### src/rtl/lcd_hd44780_driver.sv
// HD44780 4-bit physical-layer driver: power-on init, then byte writes as
// two EN-strobed nibbles followed by an execution-time wait.
//
// state    | meaning
// ---------+---------------------------------------------------------------
// PWRUP    | counting the power-up delay after reset release
// IDLE     | initialised, cmd_ready high, waiting for a byte
// SEND_HI  | nibble sub-sequence (SETUP/EN_HI/EN_LO) for data[7:4]
// SEND_LO  | nibble sub-sequence for data[3:0] (also single-nibble init steps)
// WAIT     | execution-time wait after a byte or init step
//
// Init progress is tracked by step_q while init_done is low; the next step is
// launched directly from WAIT, so no extra cycle is spent between steps.
// Each operation starts one cycle after its launch edge (outputs are
// registered), so the post-byte wait counts one cycle less to keep the busy
// window at exactly 2*(SETUP+EN_HIGH+GAP) + wait cycles.
module lcd_hd44780_driver #(
    parameter int unsigned SETUP_CYC     = 2,
    parameter int unsigned EN_HIGH_CYC   = 27,
    parameter int unsigned GAP_CYC       = 27,
    parameter int unsigned EXEC_CYC      = 1080,
    parameter int unsigned LONG_EXEC_CYC = 44280,
    parameter int unsigned POWERUP_CYC   = 405000,
    parameter int unsigned INIT_W1_CYC   = 110700,
    parameter int unsigned INIT_W2_CYC   = 2700
) (
    input  logic       clk,
    input  logic       rst_n,
    input  logic       cmd_valid,
    input  logic       cmd_rs,
    input  logic [7:0] cmd_data,
    output logic       cmd_ready,
    output logic       init_done,
    output logic       lcd_rs,
    output logic       lcd_rw,
    output logic       lcd_en,
    output logic [3:0] lcd_data
);

    function automatic int unsigned max_u(input int unsigned a, input int unsigned b);
        return (a > b) ? a : b;
    endfunction

    localparam int unsigned MAX_CYC = max_u(max_u(max_u(SETUP_CYC, EN_HIGH_CYC), max_u(GAP_CYC, EXEC_CYC)),
                                            max_u(max_u(LONG_EXEC_CYC, POWERUP_CYC), max_u(INIT_W1_CYC, INIT_W2_CYC)));
    localparam int CNT_W = $clog2(MAX_CYC) + 1;

    typedef logic [CNT_W-1:0] cnt_t;

    localparam cnt_t C_SETUP    = cnt_t'(SETUP_CYC);
    localparam cnt_t C_SETUP_M1 = cnt_t'(SETUP_CYC - 1);
    localparam cnt_t C_ENH_M1   = cnt_t'(EN_HIGH_CYC - 1);
    localparam cnt_t C_GAP_M1   = cnt_t'(GAP_CYC - 1);
    localparam cnt_t C_PWR_M1   = cnt_t'(POWERUP_CYC - 1);
    localparam cnt_t C_EXEC     = cnt_t'(EXEC_CYC);
    localparam cnt_t C_LONG     = cnt_t'(LONG_EXEC_CYC);
    localparam cnt_t C_W1       = cnt_t'(INIT_W1_CYC);
    localparam cnt_t C_W2       = cnt_t'(INIT_W2_CYC);
    localparam cnt_t C_TWO      = cnt_t'(2);

    typedef enum logic [2:0] {
        ST_PWRUP, ST_IDLE, ST_SEND_HI, ST_SEND_LO, ST_WAIT
    } state_t;

    typedef enum logic [1:0] {
        PH_SETUP, PH_EN_HI, PH_EN_LO
    } phase_t;

    state_t     state_q;
    phase_t     phase_q;
    cnt_t       cnt_q;
    cnt_t       wait_q;
    logic [2:0] step_q;
    logic [7:0] byte_q;
    logic       rs_q;
    logic       cmd_ready_q;
    logic       init_done_q;
    logic       lcd_rs_q;
    logic       lcd_en_q;
    logic [3:0] lcd_data_q;

    logic [2:0] rom_idx_d;
    logic [7:0] rom_byte_d;
    logic       rom_nib_d;
    cnt_t       rom_wait_d;
    cnt_t       cmd_wait_d;

    // Clear and return-home need the long execution time.
    function automatic cnt_t byte_wait(input logic rs, input logic [7:0] d);
        if (!rs && (d == 8'h01 || d == 8'h02 || d == 8'h03))
            return C_LONG;
        return C_EXEC;
    endfunction

    assign rom_idx_d  = (state_q == ST_PWRUP) ? 3'd0 : step_q + 3'd1;
    assign cmd_wait_d = byte_wait(cmd_rs, cmd_data);

    // Init step ROM: four single-nibble wake-up steps, then four full instructions.
    always_comb begin
        rom_byte_d = 8'h00;
        rom_nib_d  = 1'b0;
        rom_wait_d = C_EXEC;
        case (rom_idx_d)
            3'd0: begin rom_byte_d = 8'h03; rom_nib_d = 1'b1; rom_wait_d = C_W1;   end
            3'd1: begin rom_byte_d = 8'h03; rom_nib_d = 1'b1; rom_wait_d = C_W2;   end
            3'd2: begin rom_byte_d = 8'h03; rom_nib_d = 1'b1; rom_wait_d = C_EXEC; end
            3'd3: begin rom_byte_d = 8'h02; rom_nib_d = 1'b1; rom_wait_d = C_EXEC; end
            3'd4: rom_byte_d = 8'h28;
            3'd5: rom_byte_d = 8'h0C;
            3'd6: rom_byte_d = 8'h01;
            default: rom_byte_d = 8'h06;
        endcase
        if (!rom_nib_d)
            rom_wait_d = byte_wait(1'b0, rom_byte_d);
    end

    // Main sequencer: power-up, init steps, nibble strobes and waits, all outputs registered.
    always_ff @(posedge clk or negedge rst_n) begin
        if (!rst_n) begin
            state_q     <= ST_PWRUP;
            phase_q     <= PH_SETUP;
            cnt_q       <= '0;
            wait_q      <= '0;
            step_q      <= '0;
            byte_q      <= '0;
            rs_q        <= 1'b0;
            cmd_ready_q <= 1'b0;
            init_done_q <= 1'b0;
            lcd_rs_q    <= 1'b0;
            lcd_en_q    <= 1'b0;
            lcd_data_q  <= '0;
        end else begin
            case (state_q)
                ST_PWRUP, ST_WAIT: begin
                    if ((state_q == ST_PWRUP && cnt_q == C_PWR_M1) ||
                        (state_q == ST_WAIT && cnt_q == '0 && !init_done_q && step_q != 3'd7)) begin
                        step_q  <= rom_idx_d;
                        byte_q  <= rom_byte_d;
                        rs_q    <= 1'b0;
                        wait_q  <= rom_wait_d;
                        state_q <= rom_nib_d ? ST_SEND_LO : ST_SEND_HI;
                        phase_q <= PH_SETUP;
                        cnt_q   <= C_SETUP;
                    end else if (state_q == ST_WAIT && cnt_q == '0) begin
                        init_done_q <= 1'b1;
                        cmd_ready_q <= 1'b1;
                        state_q     <= ST_IDLE;
                    end else if (state_q == ST_PWRUP) begin
                        cnt_q <= cnt_q + 1'b1;
                    end else begin
                        cnt_q <= cnt_q - 1'b1;
                    end
                end
                ST_IDLE: begin
                    if (cmd_valid && cmd_ready_q) begin
                        byte_q      <= cmd_data;
                        rs_q        <= cmd_rs;
                        wait_q      <= cmd_wait_d;
                        state_q     <= ST_SEND_HI;
                        phase_q     <= PH_SETUP;
                        cnt_q       <= C_SETUP;
                        cmd_ready_q <= 1'b0;
                    end
                end
                ST_SEND_HI, ST_SEND_LO: begin
                    case (phase_q)
                        PH_SETUP: begin
                            lcd_rs_q   <= rs_q;
                            lcd_data_q <= (state_q == ST_SEND_HI) ? byte_q[7:4] : byte_q[3:0];
                            if (cnt_q == '0) begin
                                lcd_en_q <= 1'b1;
                                phase_q  <= PH_EN_HI;
                                cnt_q    <= C_ENH_M1;
                            end else begin
                                cnt_q <= cnt_q - 1'b1;
                            end
                        end
                        PH_EN_HI: begin
                            if (cnt_q == '0) begin
                                lcd_en_q <= 1'b0;
                                phase_q  <= PH_EN_LO;
                                cnt_q    <= C_GAP_M1;
                            end else begin
                                cnt_q <= cnt_q - 1'b1;
                            end
                        end
                        default: begin
                            if (cnt_q != '0) begin
                                cnt_q <= cnt_q - 1'b1;
                            end else if (state_q == ST_SEND_HI) begin
                                state_q    <= ST_SEND_LO;
                                phase_q    <= PH_SETUP;
                                lcd_data_q <= byte_q[3:0];
                                cnt_q      <= C_SETUP_M1;
                            end else begin
                                state_q <= ST_WAIT;
                                cnt_q   <= wait_q - C_TWO;
                            end
                        end
                    endcase
                end
                default: state_q <= ST_PWRUP;
            endcase
        end
    end

    assign cmd_ready = cmd_ready_q;
    assign init_done = init_done_q;
    assign lcd_rs    = lcd_rs_q;
    assign lcd_rw    = 1'b0;
    assign lcd_en    = lcd_en_q;
    assign lcd_data  = lcd_data_q;

endmodule
### config.mk
export PLATFORM = sky130hd
export DESIGN_NAME = lcd_hd44780_driver
export DESIGN_NICKNAME = d
export VERILOG_FILES = /design/src/rtl/lcd_hd44780_driver.sv
export SDC_FILE = /design/constraint.sdc
export NUM_CORES = 1
export LEC_CHECK = 0
export ABC_AREA = 1
export CORE_MARGIN = 5
export CORE_UTILIZATION = 62
export DETAILED_ROUTE_END_ITERATION = 8
export PLACE_DENSITY = 0.89
export RECOVER_POWER = 100
export SLEW_MARGIN = 20
export SYNTH_ARGS = -nofsm -noshare
export SYNTH_HDL_FRONTEND = slang
export SYNTH_SLANG_ARGS = --single-unit
export TNS_END_PERCENT = 5
### constraint.sdc
create_clock -name clk -period 4 [get_ports clk]
set_clock_uncertainty 0.15 [all_clocks]
set_input_delay 0.8 -clock clk [delete_from_list [all_inputs] [get_ports clk]]
set_output_delay 0.8 -clock clk [all_outputs]
set_load 0.01 [all_outputs]
==> results.json <==
{
  "number_of_antenna_violations_at_the_first_check_in_global_routing": 0,
  "slew_viol_final": 33,
  "effective_utilization_at_floorplan_pct": 63.4,
  "cts_htree_levels": 2,
  "crit_path_max_fanout": 22,
  "vdd_ir_drop_max_mv": 0.162,
  "critical_path.startpoint_type": "flip-flop",
  "grt_first_pass_wirelength_um": 22300,
  "ys_async_sr_fraction_pct": 100,
  "clockRootBuffer": "sky130_fd_sc_hd__clkbuf_8",
  "num-fill-cells": 673,
  "clk_path_buf_depth": 2,
  "wl_met1_um": 5870,
  "unrepaired_setup_endpoints_after_global_routing": "no",
  "top_layer_used": "met4",
  "timing_worst_slew_pin_value_ps": 1850,
  "setup_ws_ps": 820,
  "powerDensity_nw_per_um2": 199,
  "outcome": "finished with violations",
  "post_route_wl_um": 13800,
  "most_frequent_cells_in_the_layout": "sky130_fd_sc_hd__nand2_1 (235), sky130_fd_sc_hd__nor2_1 (105), sky130_fd_sc_hd__nand3_1 (71)",
  "dp_hpwl_um": 10500,
  "synth.lib_cells_used.distinct": 44,
  "std_cell_rows": 31,
  "power.static_leakage_nw": 2.38,
  "critical-path-top-cell-by-count": "sky130_fd_sc_hd__nor2_1",
  "holdWs_ps": 332,
  "insertion_delay_ps": 330,
  "grt.total_usage_pct": 31.9,
  "fp.dieH_um": 95.9,
  "finalHoldViolCount": 0,
  "dp_slack_ps": 1290,
  "postRouteAntennaNets": 0,
  "cp_cell_sequence": "clkinvlp_2, nand2_1, buf_4, nor2_1, nand3_1, nand3b_1, nand2_4, inv_4, nor2_1, a21oi_1",
  "layout.nets": 741,
  "timing.setup.tns_ps": 0,
  "via_count_of_the_first_global_routing_pass": 4469,
  "setup-violations-final": 0,
  "cp_top_family": "simple AND/OR/NAND/NOR gates",
  "critical_path_class": "flip-flop to flip-flop",
  "wl_met3_um": 1210,
  "drive_above_1_share_pct": 8.98,
  "synth.yosys.seq_area_share_pct": 29.0,
  "grt_start_max_net_pins": 33,
  "drt_iter0_markers": 535,
  "synth-warning-count": 0,
  "die_area_um2": 9200,
  "number_of_enable_flip_flop_cells_after_synthesis": 0,
  "met2_length_um": 6110,
  "count_of_cells_resized_by_post_cts_repair": 0,
  "io_buffer_count": 19,
  "vias_after_detailed_routing": 4861,
  "worstPathArrival_ps": 3250,
  "core_area_um2": 7210,
  "dieWidth_um": 95.9,
  "cts.reportedPaths.clkPinSlew_ps": 110,
  "syn-mean-instance-area_um2": 6.40,
  "slowest_delay_ps": 660,
  "tritoncts": "yes",
  "number_of_i_o_pins": 21,
  "critPathRequiredTime_ps": 4060,
  "routed_wire_length_per_instance_um": 16.8,
  "final_min_period_over_clock_period_pct": 79.5,
  "routabilityCongestion": 0.955,
  "grt-ovfl-total": 0,
  "cts.repair_timing.setup_buffer_count": 0,
  "hp-class": "flip-flop to flip-flop",
  "number_of_max_capacitance_violations_reported": 1,
  "maxClockFrequency_mhz": 314,
  "syn-num-nets": 733,
  "failing_checks": "capacitance limit, slew limit",
  "post_drt_via_cell_ratio": 5.91,
  "synth_top_flop_cell": "sky130_fd_sc_hd__dfrtp_1",
  "remaining_drc_errors": 0,
  "drt_pre_antenna_iters": 5,
  "slew-limit-headroom_pct": -23.5,
  "finalCoreUtilization_pct": 66.4,
  "layout.cells.most_common": "sky130_fd_sc_hd__nand2_1",
  "ys_ff_latch": 53,
  "layout-area-overhead-vs-synth_pct": 4.68,
  "cts_inserted_buffers": 5,
  "synthesis.area_um2": 4570,
  "worst_setup_ep_type": "flip-flop",
  "fin_crit_ps": 3180,
  "cts_sinks": 53,
  "number_of_buffers_and_inverters_on_the_critical_path": 3,
  "syn-instance-count": 715,
  "cpMaxStageDelayCell": "sky130_fd_sc_hd__dfrtp_1",
  "antenna-diode-count": 0,
  "hold_buf_count_cts": 0
}
## final timing paths
check | start | end | slack (ps) | cells after the start
min reg2reg | byte_q[6]$_DFFE_PN0P_ | byte_q[6]$_DFFE_PN0P_ | 330 | 2
max reg2reg | state_q[2]$_DFFE_PN0P_ | cnt_q[19]$_DFFE_PN0P_ | 820 | 10
min in group asynchronous | rst_n | cnt_q[9]$_DFFE_PN0P_ | 800 | 1
max in group asynchronous | rst_n | lcd_data[2]$_DFFE_PN0P_ | 1700 | 2
max | state_q[2]$_DFFE_PN0P_ | cnt_q[19]$_DFFE_PN0P_ | 820 | 10
min | byte_q[6]$_DFFE_PN0P_ | byte_q[6]$_DFFE_PN0P_ | 330 | 2
## metal layers
layer | global-route usage [%] | up-vias
met5 | 0 | -
met4 | 15.4 | 0
met3 | 5.39 | 63
met2 | 47.5 | 259
met1 | 44.7 | 2245
li1 | - | 2294
## stage by stage
step / std cells / power [mW] / area [um^2]
floorplan: 715 / 0.549 / 4570
global placement: 815 / 0.571 / 4740
detailed placement: 815 / 0.572 / 4740
CTS: 823 / 0.953 / 4850
global route: 823 / 0.974 / 4790
finish: 823 / 0.951 / 4790
## tightest hold or removal path: stages, from the launching register on
cell and delay, ps:
sky130_fd_sc_hd__dfrtp_1 360, sky130_fd_sc_hd__nand2_1 50, sky130_fd_sc_hd__nand2_1 50
## flip-flops by register name, summed over array words and instances (netlist names)
signal	flops
lcd_data	4
state_q	3
init_done	1
lcd_rs	1
cnt_q	20
cmd_ready	1
rs_q	1
byte_q	8
wait_q	8
phase_q	2
lcd_en	1
step_q	3
## kinds of logic (layout without fill, tap and decap cells)
family | Yosys count | count (layout) | synth area share (%)
XOR/XNOR | 12 | 12 | 2.30
adder cells (fa/ha/maj) | 6 | 6 | 1.64
AO/OA/AOI/OAI | 81 | 81 | 10.3
buffers and inverters | 92 | 101 | 9.71
AND/OR/NAND/NOR | 470 | 470 | 47.0
flip-flops | 53 | 53 | 29.0
other | 1 | 1 | 0.0820
## synthesized netlist by cell type, types with 3 or more instances
cell type / number / share of area [%]
sky130_fd_sc_hd__dfrtp_1: 53 / 29
sky130_fd_sc_hd__nand2_4: 5 / 1.2
sky130_fd_sc_hd__nor3_1: 11 / 1.2
sky130_fd_sc_hd__inv_1: 55 / 4.5
sky130_fd_sc_hd__or2_2: 3 / 0.41
sky130_fd_sc_hd__nor2_2: 15 / 2.1
sky130_fd_sc_hd__xor2_1: 10 / 1.9
sky130_fd_sc_hd__inv_2: 13 / 1.1
sky130_fd_sc_hd__buf_6: 8 / 2.0
sky130_fd_sc_hd__nor2_4: 9 / 2.2
sky130_fd_sc_hd__o21ai_1: 11 / 1.2
sky130_fd_sc_hd__nand2_2: 8 / 1.1
sky130_fd_sc_hd__nand3_1: 70 / 7.7
sky130_fd_sc_hd__a21oi_1: 17 / 1.9
sky130_fd_sc_hd__nand4_1: 7 / 0.96
sky130_fd_sc_hd__nand2_1: 230 / 19
sky130_fd_sc_hd__ha_1: 6 / 1.6
sky130_fd_sc_hd__a31oi_1: 4 / 0.55
sky130_fd_sc_hd__nor2_1: 101 / 8.3
sky130_fd_sc_hd__a21oi_2: 7 / 1.3
sky130_fd_sc_hd__o21ai_0: 33 / 3.6
sky130_fd_sc_hd__buf_4: 3 / 0.49
sky130_fd_sc_hd__buf_2: 7 / 0.77
## area by class of cell
cell class / count / area, um^2 / area share, %
tap: 99 / 124 / 2.59
multi-input combinational: 570 / 2740 / 57.2
sequential: 53 / 1330 / 27.7
timing repair buffer: 21 / 199 / 4.15
inverter: 72 / 288 / 6.01
clock buffer: 6 / 72.6 / 1.52
clock inverter: 2 / 38.8 / 0.810
## power breakdown
part           internal, mW  switching [mW]  total, mW
Clock                 0.189           0.202      0.391
Sequential            0.535               0      0.535
Combinational       0.00996          0.0148     0.0247
Note: power is estimated with default switching activity, not from simulation.
